**src/rtl/wb_mem_2_ppfifo_pkg.sv**
```systemverilog
// Shared definitions for the memory-to-ppfifo reader: the host register map it has in common
// with the FIFO-to-memory writer, the per-bank configuration record and the buffer pick helper.
package wb_mem_2_ppfifo_pkg;

  localparam int REG_CONTROL    = 0;
  localparam int REG_STATUS     = 1;
  localparam int REG_MEM_0_BASE = 2;
  localparam int REG_MEM_0_SIZE = 3;
  localparam int REG_MEM_1_BASE = 4;
  localparam int REG_MEM_1_SIZE = 5;

  localparam int DEFAULT_FIFO_SIZE_WIDTH = 24;

  typedef struct packed {
    logic [31:0] base;
    logic [31:0] size;
  } bank_cfg_t;

  // Claim the lowest-numbered ppfifo write buffer that is ready.
  function automatic logic [1:0] pick_fifo(input logic [1:0] rdy);
    if (rdy[0])      return 2'b01;
    else if (rdy[1]) return 2'b10;
    else             return 2'b00;
  endfunction

endpackage

```
**src/rtl/wb_mem_2_ppfifo_if.sv**
```systemverilog
// Wishbone read-master bus plus ppfifo write port, bundled for the memory-to-ppfifo reader.
interface wb_mem_2_ppfifo_if #(
  parameter int FIFO_SIZE_WIDTH = 24
);

  logic                       mem_we;
  logic                       mem_stb;
  logic                       mem_cyc;
  logic [3:0]                 mem_sel;
  logic [31:0]                mem_adr;
  logic [31:0]                mem_wr_dat;
  logic [31:0]                mem_rd_dat;
  logic                       mem_ack;
  logic                       mem_int;

  logic [1:0]                 ppfifo_rdy;
  logic [1:0]                 ppfifo_act;
  logic [FIFO_SIZE_WIDTH-1:0] ppfifo_size;
  logic                       ppfifo_stb;
  logic [31:0]                ppfifo_data;

  modport master (
    output mem_we, mem_stb, mem_cyc, mem_sel, mem_adr, mem_wr_dat,
    input  mem_rd_dat, mem_ack, mem_int,
    input  ppfifo_rdy, ppfifo_size,
    output ppfifo_act, ppfifo_stb, ppfifo_data
  );

  modport slave (
    input  mem_we, mem_stb, mem_cyc, mem_sel, mem_adr, mem_wr_dat,
    output mem_rd_dat, mem_ack, mem_int,
    output ppfifo_rdy, ppfifo_size,
    input  ppfifo_act, ppfifo_stb, ppfifo_data
  );

endinterface

```
**src/rtl/wb_mem_2_ppfifo_bank.sv**
```systemverilog
// Bookkeeping for one memory bank: latches base/size when armed, counts words read and
// reports empty once the bank has been fully drained.
import wb_mem_2_ppfifo_pkg::*;

module wb_mem_2_ppfifo_bank (
  input  logic        clk,
  input  logic        rst,
  input  logic        arm,
  input  bank_cfg_t   arm_cfg,
  input  logic        word_done,
  input  logic        complete,
  output bank_cfg_t   cfg,
  output logic [31:0] count,
  output logic        empty
);

  // A bank only accepts a new job while it is empty, so a pulse on the bank being read is dropped.
  always_ff @(posedge clk) begin
    if (rst) begin
      cfg   <= '0;
      count <= '0;
      empty <= 1'b1;
    end else if (empty && arm && (arm_cfg.size != 32'd0)) begin
      cfg   <= arm_cfg;
      count <= '0;
      empty <= 1'b0;
    end else begin
      if (word_done) count <= count + 32'd1;
      if (complete)  empty <= 1'b1;
    end
  end

endmodule

```
**src/rtl/wb_mem_2_ppfifo.sv**
```systemverilog
// Wishbone read master that drains two ping-pong memory banks, one word at a time,
// into the write side of a ping-pong FIFO.
import wb_mem_2_ppfifo_pkg::*;

module wb_mem_2_ppfifo #(
  parameter logic [31:0] DEFAULT_MEM_0_BASE = 32'h00000000,
  parameter logic [31:0] DEFAULT_MEM_1_BASE = 32'h00100000,
  parameter int          FIFO_SIZE_WIDTH    = DEFAULT_FIFO_SIZE_WIDTH
) (
  input  logic        clk,
  input  logic        rst,
  input  logic        i_enable,

  input  logic [31:0] i_memory_0_base,
  input  logic [31:0] i_memory_0_size,
  input  logic        i_memory_0_ready,
  output logic [31:0] o_memory_0_count,
  output logic        o_memory_0_empty,

  input  logic [31:0] i_memory_1_base,
  input  logic [31:0] i_memory_1_size,
  input  logic        i_memory_1_ready,
  output logic [31:0] o_memory_1_count,
  output logic        o_memory_1_empty,

  output logic [31:0] o_default_mem_0_base,
  output logic [31:0] o_default_mem_1_base,
  output logic        o_read_finished,

  wb_mem_2_ppfifo_if.master bus
);

  localparam logic [1:0] IDLE     = 2'd0;
  localparam logic [1:0] GET_FIFO = 2'd1;
  localparam logic [1:0] MEM_REQ  = 2'd2;
  localparam logic [1:0] WAIT_ACK = 2'd3;

  logic [1:0]                 state;
  logic                       cur_bank;
  logic                       next_bank;
  logic [FIFO_SIZE_WIDTH-1:0] fifo_cnt;
  logic                       act_release;

  logic                       mem_cyc_q;
  logic                       mem_stb_q;
  logic [3:0]                 mem_sel_q;
  logic [31:0]                mem_adr_q;
  logic [1:0]                 act_q;
  logic                       pp_stb_q;
  logic [31:0]                pp_data_q;
  logic                       finished_q;

  bank_cfg_t                  arm_cfg0, arm_cfg1;
  bank_cfg_t                  cfg0, cfg1, sel_cfg;
  logic [31:0]                count0, count1, sel_count;
  logic                       empty0, empty1;
  logic [1:0]                 armed;
  logic                       ack_take, last_word, fifo_full;
  logic                       word_done0, word_done1, complete0, complete1;
  logic                       unused_inputs;

  always_comb begin
    arm_cfg0      = '0;
    arm_cfg0.base = i_memory_0_base;
    arm_cfg0.size = i_memory_0_size;
    arm_cfg1      = '0;
    arm_cfg1.base = i_memory_1_base;
    arm_cfg1.size = i_memory_1_size;
  end

  wb_mem_2_ppfifo_bank u_bank0 (
    .clk       (clk),
    .rst       (rst),
    .arm       (i_memory_0_ready),
    .arm_cfg   (arm_cfg0),
    .word_done (word_done0),
    .complete  (complete0),
    .cfg       (cfg0),
    .count     (count0),
    .empty     (empty0)
  );

  wb_mem_2_ppfifo_bank u_bank1 (
    .clk       (clk),
    .rst       (rst),
    .arm       (i_memory_1_ready),
    .arm_cfg   (arm_cfg1),
    .word_done (word_done1),
    .complete  (complete1),
    .cfg       (cfg1),
    .count     (count1),
    .empty     (empty1)
  );

  assign armed      = {~empty1, ~empty0};
  assign sel_cfg    = cur_bank ? cfg1 : cfg0;
  assign sel_count  = cur_bank ? count1 : count0;
  assign ack_take   = (state == WAIT_ACK) && bus.mem_ack;
  assign last_word  = (sel_count + 32'd1) == sel_cfg.size;
  assign fifo_full  = (fifo_cnt + FIFO_SIZE_WIDTH'(1)) == bus.ppfifo_size;
  assign word_done0 = ack_take && !cur_bank;
  assign word_done1 = ack_take &&  cur_bank;
  assign complete0  = word_done0 && last_word;
  assign complete1  = word_done1 && last_word;

  // Buffer ownership is handed back one cycle after the final strobe, so every strobe
  // lands while the buffer is still held.
  always_ff @(posedge clk) begin
    if (rst) begin
      state       <= IDLE;
      cur_bank    <= 1'b0;
      next_bank   <= 1'b0;
      fifo_cnt    <= '0;
      act_release <= 1'b0;
      mem_cyc_q   <= 1'b0;
      mem_stb_q   <= 1'b0;
      mem_sel_q   <= 4'h0;
      mem_adr_q   <= '0;
      act_q       <= 2'b00;
      pp_stb_q    <= 1'b0;
      pp_data_q   <= '0;
      finished_q  <= 1'b0;
    end else begin
      pp_stb_q   <= 1'b0;
      finished_q <= 1'b0;
      if (act_release) begin
        act_q       <= 2'b00;
        act_release <= 1'b0;
      end
      case (state)
        IDLE: begin
          if (i_enable && (armed != 2'b00)) begin
            cur_bank <= armed[next_bank] ? next_bank : ~next_bank;
            state    <= GET_FIFO;
          end
        end
        GET_FIFO: begin
          if ((act_q == 2'b00) && (bus.ppfifo_rdy != 2'b00)) begin
            act_q    <= pick_fifo(bus.ppfifo_rdy);
            fifo_cnt <= '0;
            state    <= MEM_REQ;
          end
        end
        MEM_REQ: begin
          mem_cyc_q <= 1'b1;
          mem_stb_q <= 1'b1;
          mem_sel_q <= 4'hF;
          mem_adr_q <= sel_cfg.base + sel_count;
          state     <= WAIT_ACK;
        end
        WAIT_ACK: begin
          if (bus.mem_ack) begin
            mem_cyc_q <= 1'b0;
            mem_stb_q <= 1'b0;
            mem_sel_q <= 4'h0;
            pp_data_q <= bus.mem_rd_dat;
            pp_stb_q  <= 1'b1;
            fifo_cnt  <= fifo_cnt + FIFO_SIZE_WIDTH'(1);
            if (last_word) begin
              act_release <= 1'b1;
              finished_q  <= 1'b1;
              next_bank   <= ~next_bank;
              state       <= IDLE;
            end else if (fifo_full) begin
              act_release <= 1'b1;
              state       <= GET_FIFO;
            end else if (!i_enable) begin
              act_release <= 1'b1;
              state       <= IDLE;
            end else begin
              state <= MEM_REQ;
            end
          end
        end
        default: state <= IDLE;
      endcase
    end
  end

  assign bus.mem_we      = 1'b0;
  assign bus.mem_wr_dat  = 32'd0;
  assign bus.mem_cyc     = mem_cyc_q;
  assign bus.mem_stb     = mem_stb_q;
  assign bus.mem_sel     = mem_sel_q;
  assign bus.mem_adr     = mem_adr_q;
  assign bus.ppfifo_act  = act_q;
  assign bus.ppfifo_stb  = pp_stb_q;
  assign bus.ppfifo_data = pp_data_q;

  assign o_memory_0_count     = count0;
  assign o_memory_1_count     = count1;
  assign o_memory_0_empty     = empty0;
  assign o_memory_1_empty     = empty1;
  assign o_default_mem_0_base = DEFAULT_MEM_0_BASE;
  assign o_default_mem_1_base = DEFAULT_MEM_1_BASE;
  assign o_read_finished      = finished_q;

  // The memory interrupt line has no role in a polled single-word reader.
  assign unused_inputs = &{1'b0, bus.mem_int};

endmodule

```
**src/flat_wrapper.sv**
```systemverilog
// flat-port wrapper written by rule: the top's interface ports become plain ports
module wb_mem_2_ppfifo_flat 
#(
  parameter logic [31:0] DEFAULT_MEM_0_BASE = 32'h00000000,
  parameter logic [31:0] DEFAULT_MEM_1_BASE = 32'h00100000,
  parameter int          FIFO_SIZE_WIDTH    = DEFAULT_FIFO_SIZE_WIDTH
)
  (clk, rst, i_enable, i_memory_0_base, i_memory_0_size, i_memory_0_ready, o_memory_0_count, o_memory_0_empty, i_memory_1_base, i_memory_1_size, i_memory_1_ready, o_memory_1_count, o_memory_1_empty, o_default_mem_0_base, o_default_mem_1_base, o_read_finished, bus_mem_we, bus_mem_stb, bus_mem_cyc, bus_mem_sel, bus_mem_adr, bus_mem_wr_dat, bus_mem_rd_dat, bus_mem_ack, bus_mem_int, bus_ppfifo_rdy, bus_ppfifo_size, bus_ppfifo_act, bus_ppfifo_stb, bus_ppfifo_data);
  wb_mem_2_ppfifo_if #(.FIFO_SIZE_WIDTH(FIFO_SIZE_WIDTH)) bus_i ();
  input  logic clk;
  input  logic rst;
  input  logic i_enable;
  input  logic [31:0] i_memory_0_base;
  input  logic [31:0] i_memory_0_size;
  input  logic i_memory_0_ready;
  output logic [31:0] o_memory_0_count;
  output logic o_memory_0_empty;
  input  logic [31:0] i_memory_1_base;
  input  logic [31:0] i_memory_1_size;
  input  logic i_memory_1_ready;
  output logic [31:0] o_memory_1_count;
  output logic o_memory_1_empty;
  output logic [31:0] o_default_mem_0_base;
  output logic [31:0] o_default_mem_1_base;
  output logic o_read_finished;
  output wire logic [$bits(bus_i.mem_we)-1:0] bus_mem_we;
  output wire logic [$bits(bus_i.mem_stb)-1:0] bus_mem_stb;
  output wire logic [$bits(bus_i.mem_cyc)-1:0] bus_mem_cyc;
  output wire logic [$bits(bus_i.mem_sel)-1:0] bus_mem_sel;
  output wire logic [$bits(bus_i.mem_adr)-1:0] bus_mem_adr;
  output wire logic [$bits(bus_i.mem_wr_dat)-1:0] bus_mem_wr_dat;
  input wire logic [$bits(bus_i.mem_rd_dat)-1:0] bus_mem_rd_dat;
  input wire logic [$bits(bus_i.mem_ack)-1:0] bus_mem_ack;
  input wire logic [$bits(bus_i.mem_int)-1:0] bus_mem_int;
  input wire logic [$bits(bus_i.ppfifo_rdy)-1:0] bus_ppfifo_rdy;
  input wire logic [$bits(bus_i.ppfifo_size)-1:0] bus_ppfifo_size;
  output wire logic [$bits(bus_i.ppfifo_act)-1:0] bus_ppfifo_act;
  output wire logic [$bits(bus_i.ppfifo_stb)-1:0] bus_ppfifo_stb;
  output wire logic [$bits(bus_i.ppfifo_data)-1:0] bus_ppfifo_data;
  assign bus_mem_we = bus_i.mem_we;
  assign bus_mem_stb = bus_i.mem_stb;
  assign bus_mem_cyc = bus_i.mem_cyc;
  assign bus_mem_sel = bus_i.mem_sel;
  assign bus_mem_adr = bus_i.mem_adr;
  assign bus_mem_wr_dat = bus_i.mem_wr_dat;
  assign bus_i.mem_rd_dat = bus_mem_rd_dat;
  assign bus_i.mem_ack = bus_mem_ack;
  assign bus_i.mem_int = bus_mem_int;
  assign bus_i.ppfifo_rdy = bus_ppfifo_rdy;
  assign bus_i.ppfifo_size = bus_ppfifo_size;
  assign bus_ppfifo_act = bus_i.ppfifo_act;
  assign bus_ppfifo_stb = bus_i.ppfifo_stb;
  assign bus_ppfifo_data = bus_i.ppfifo_data;
  wb_mem_2_ppfifo #(.DEFAULT_MEM_0_BASE(DEFAULT_MEM_0_BASE), .DEFAULT_MEM_1_BASE(DEFAULT_MEM_1_BASE), .FIFO_SIZE_WIDTH(FIFO_SIZE_WIDTH)) u_core (.clk(clk), .rst(rst), .i_enable(i_enable), .i_memory_0_base(i_memory_0_base), .i_memory_0_size(i_memory_0_size), .i_memory_0_ready(i_memory_0_ready), .o_memory_0_count(o_memory_0_count), .o_memory_0_empty(o_memory_0_empty), .i_memory_1_base(i_memory_1_base), .i_memory_1_size(i_memory_1_size), .i_memory_1_ready(i_memory_1_ready), .o_memory_1_count(o_memory_1_count), .o_memory_1_empty(o_memory_1_empty), .o_default_mem_0_base(o_default_mem_0_base), .o_default_mem_1_base(o_default_mem_1_base), .o_read_finished(o_read_finished), .bus(bus_i));
endmodule
```
**config.mk**
```make
export PLATFORM = sky130hd
export DESIGN_NAME = wb_mem_2_ppfifo_flat
export DESIGN_NICKNAME = d
export VERILOG_FILES = /design/src/rtl/wb_mem_2_ppfifo_pkg.sv /design/src/rtl/wb_mem_2_ppfifo_if.sv /design/src/rtl/wb_mem_2_ppfifo_bank.sv /design/src/rtl/wb_mem_2_ppfifo.sv /design/src/flat_wrapper.sv
export SDC_FILE = /design/constraint.sdc
export NUM_CORES = 1
export LEC_CHECK = 0
export ABC_CLOCK_PERIOD_IN_PS = 6550
export CAP_MARGIN = 15
export CORE_ASPECT_RATIO = 1.75
export CORE_MARGIN = 10
export CORE_UTILIZATION = 50
export DETAILED_ROUTE_END_ITERATION = 12
export MAX_ROUTING_LAYER = met4
export PLACE_DENSITY = 0.81
export SYNTH_ARGS = -nofsm -noshare
export SYNTH_HDL_FRONTEND = slang
export SYNTH_SLANG_ARGS = --single-unit
```
**constraint.sdc**
```tcl
create_clock -name clk -period 6.55 [get_ports clk]
set_clock_uncertainty 0.05 [all_clocks]
set_input_delay 0.655 -clock clk [delete_from_list [all_inputs] [get_ports clk]]
set_output_delay 0.655 -clock clk [all_outputs]
set_load 0.02 [all_outputs]
```
==> flow_summary.yaml <==
worst_hold_path:
  worstHoldStart: "u_core.bus.mem_adr[21]$_SDFFE_PP0P_"
  hold_path_depth: 2
  hp-class: "register to register"
  min_to: "u_core.bus.mem_adr[21]$_SDFFE_PP0P_"
critical_path:
  critPathLaunchType: "register"
  worstPathMaxFanout: 69
  worstReg2RegStart: "u_core.cur_bank$_SDFFE_PP0P_"
  cp-end-kind: "register"
  r2r_end: "u_core.bus.mem_adr[31]$_SDFFE_PP0P_"
  arrival_ns: 5.21
  worst_r2r_path_depth: 11
  regToRegSetupSlack_ns: 1.79
  critPathKind: "register to register"
  worst_ep_required_time_ns: 6.99
synthesis:
  synthArstFlopShare: 0
  ys.warnings.count: 0
  avgSynthCellArea_sq_um: 8.306
  ys_ff_latch: 292
  synth_commonest_cells: "292 x dfxtp_1, 269 x nor2_1, 217 x nand2_1"
  ys_seq_area_frac: 0.3484
  synth_top_area_frac: 0.3484
  synth_edf_count: 0
  synth_cell_type_count: 74
  yosys-top-cells-area: "dfxtp_1 35%, mux2i_1 9.7%, nor2_1 6.0%"
  synth.most_common_cell: "dfxtp_1"
  netlist_instances: 2020
  yosys.area.top_type: "dfxtp_1"
  synth_area_sq_mm: 0.01678
  synthFlopType: "dfxtp_1"
detailed_routing:
  dr.pass1.iters: 5
  avgRoutedWirePerCell_um: 20.75
  vias: 15260
  drt-total-wl_um: 55830
  drcViolationCount: 0
  final_antenna_net_count: 0
  routed_via_density: 5.672
  drt_iter0_markers: 967
global_routing:
  grt_pass1_wl_um: 84040
  grt_max_degree: 134
  overflow: 0
  first_global_vias: 15200
  grtUsageTotal: 0.2603
  antenna_found_initial: 2
placement:
  io_buffers: 331
  place_hpwl_um: 42680
  place_congestion: 0.9370
  dp_slack_ns: 1.811
  place_inst: 2640
flow_run:
  maxCapViolations: 0
timing:
  finalHoldViolations: 0
  timing.final.ws_setup_ns: 1.785
  period_share: 0.7274
  hold_ws_ns: 0.4007
  post-route-min-period_ns: 4.765
  tns_ns: 0
  worstMarginPinSlew_ns: 1.038
  rsz0062_at_grt: "no"
  maxSlewHeadroom: 0.3082
  max_freq_ghz: 0.2099
  slew_viol_final: 0
  setup_viol_count_final: 0
floorplan:
  fp-row-count: 88
  core_area_sq_mm: 0.03303
  ios: 430
  start_util: 0.5080
  fp.dieH_um: 262.3
  die-area_sq_mm: 0.04157
  chipWidth_um: 158.5
clock_tree:
  cts_resized: 0
  cts_tree: "yes"
  postCtsHoldBufs: 0
  clk_pin_slew_ns: 0.07
  cts_root_buffer: "clkbuf_16"
  clockBufferDepth: 3
  worstSkewPairLatency_ns: 0.55
  htreeDepth: 1
  cts_made_buffers: 27
  clkSinkCount: 292
  post_cts_buffers: 0
power:
  power_density_mw_per_mm2: 205.6
  p_leak_nw: 8.508
  peakVddDrop_v: 0.0002080
  power.total_mw: 4.263
run_status:
  status: "completed"
final_layout:
  nets: 2495
  drive_above_1_share: 0.05166
  area_delta_synth_final_pct: 23.57
  n_fill_cell: 2840
  final_cells: 2691
layout make-up:
class / instances / area (sq um) / area share
Antenna cell: 2 / 5.005 / 0.0002414
Clock buffer: 37 / 754.5 / 0.03639
Clock inverter: 10 / 158.9 / 0.007664
Inverter: 30 / 112.6 / 0.005431
Multi-Input combinational cell: 1571 / 9917 / 0.4783
Sequential cell: 292 / 5849 / 0.2821
Tap cell: 405 / 506.7 / 0.02444
Timing Repair Buffer: 344 / 3430 / 0.1654
routing by layer:
layer | routed length, um | GRT usage | up-vias | part of all wire
met5 | 0 | - | - | 0
met4 | 3390 | 0.1522 | 0 | 0.061
met3 | 3156 | 0.03356 | 147 | 0.057
met2 | 28780 | 0.4564 | 583 | 0.52
met1 | 20510 | 0.2695 | 7238 | 0.37
li1 | - | - | 7295 | -
state kept, by name, indices dropped and copies added, names as in the netlist:
name	flops
u_core.fifo_cnt	24
u_core.u_bank1.empty	1
u_core.u_bank0.count	32
u_core.bus.ppfifo_act	2
u_core.u_bank0.cfg	64
u_core.u_bank1.count	32
u_core.bus.mem_sel	1
u_core.bus.ppfifo_data	32
u_core.bus.mem_adr	32
u_core.state	2
u_core.cur_bank	1
u_core.o_read_finished	1
u_core.u_bank1.cfg	64
u_core.act_release	1
u_core.next_bank	1
u_core.u_bank0.empty	1
u_core.bus.ppfifo_stb	1
how the worst max path moves through the flow:
stage	startpoint	to	slack (ns)	depth (start not counted)
after global placement	u_core.cur_bank$_SDFFE_PP0P_	u_core.bus.mem_adr[24]$_SDFFE_PP0P_	1.89	13
final	u_core.cur_bank$_SDFFE_PP0P_	u_core.bus.mem_adr[31]$_SDFFE_PP0P_	1.79	11
after floorplan	u_core.cur_bank$_SDFFE_PP0P_	u_core.bus.mem_adr[30]$_SDFFE_PP0P_	1.83	19
after detailed placement	u_core.cur_bank$_SDFFE_PP0P_	u_core.bus.mem_adr[30]$_SDFFE_PP0P_	1.81	13
after CTS	u_core.cur_bank$_SDFFE_PP0P_	u_core.bus.mem_adr[30]$_SDFFE_PP0P_	1.78	13
after global routing	u_core.cur_bank$_SDFFE_PP0P_	u_core.bus.mem_adr[31]$_SDFFE_PP0P_	1.42	11
cell usage in the layout, fill, tap and decap left out, drive strengths merged, types with 6 or more instances in the layout:
cell type	n
dfxtp	292
inv	30
mux2	52
nand3	68
clkdlybuf4s50	330
nor4	23
nand3b	16
and3	36
and2	11
nor2b	7
a2111oi	7
a22oi	10
conb	97
nor3	27
nand2b	12
a21oi	118
xor2	92
nand4	33
nand2	217
or3	13
and4	11
a21o	13
o22ai	6
ha	35
a211oi	8
nor2	269
buf	13
o211ai	8
o21a	7
clkbuf	38
xnor2	83
a31oi	14
mux2i	162
o21ai	48
kinds of logic after synthesis:
logic type | synth area share
other | 0.0004476
and+or+nand+nor | 0.2111
DFF | 0.3484
buffers and inverters | 0.08233
adders and majority gates | 0.02789
AOI/OAI and AO/OA | 0.1056
muxes | 0.1315
xor gates and xnor gates | 0.09269
power breakdown:
part           leakage [nW]  switching [mW]  internal, mW
registers              2.38          0.0640          1.84
logic                  5.69           0.381         0.313
clock network         0.440           0.701         0.962
total                  8.51            1.15          3.12
worst max-delay path, stage by stage, from the launching register on:
cell and delay [ns]:
dfxtp_4 0.84, buf_4 0.79, mux2i_1 0.35, inv_1 0.12, ha_1 0.40, and3_1 0.23
nand2_1 0.10, o311a_1 0.42, o311ai_1 0.56, a221oi_1 0.18, or4_1 0.49, nand3_1 0.08
stage by stage:
step / util / instance area, sq um
final: 0.6277 / 20730
after global placement: 0.5989 / 19780
after global routing: 0.6277 / 20730
after CTS: 0.6266 / 20700
after floorplan: - / 17140
after detailed placement: 0.5989 / 19780
(Power assumes the default switching activity.)
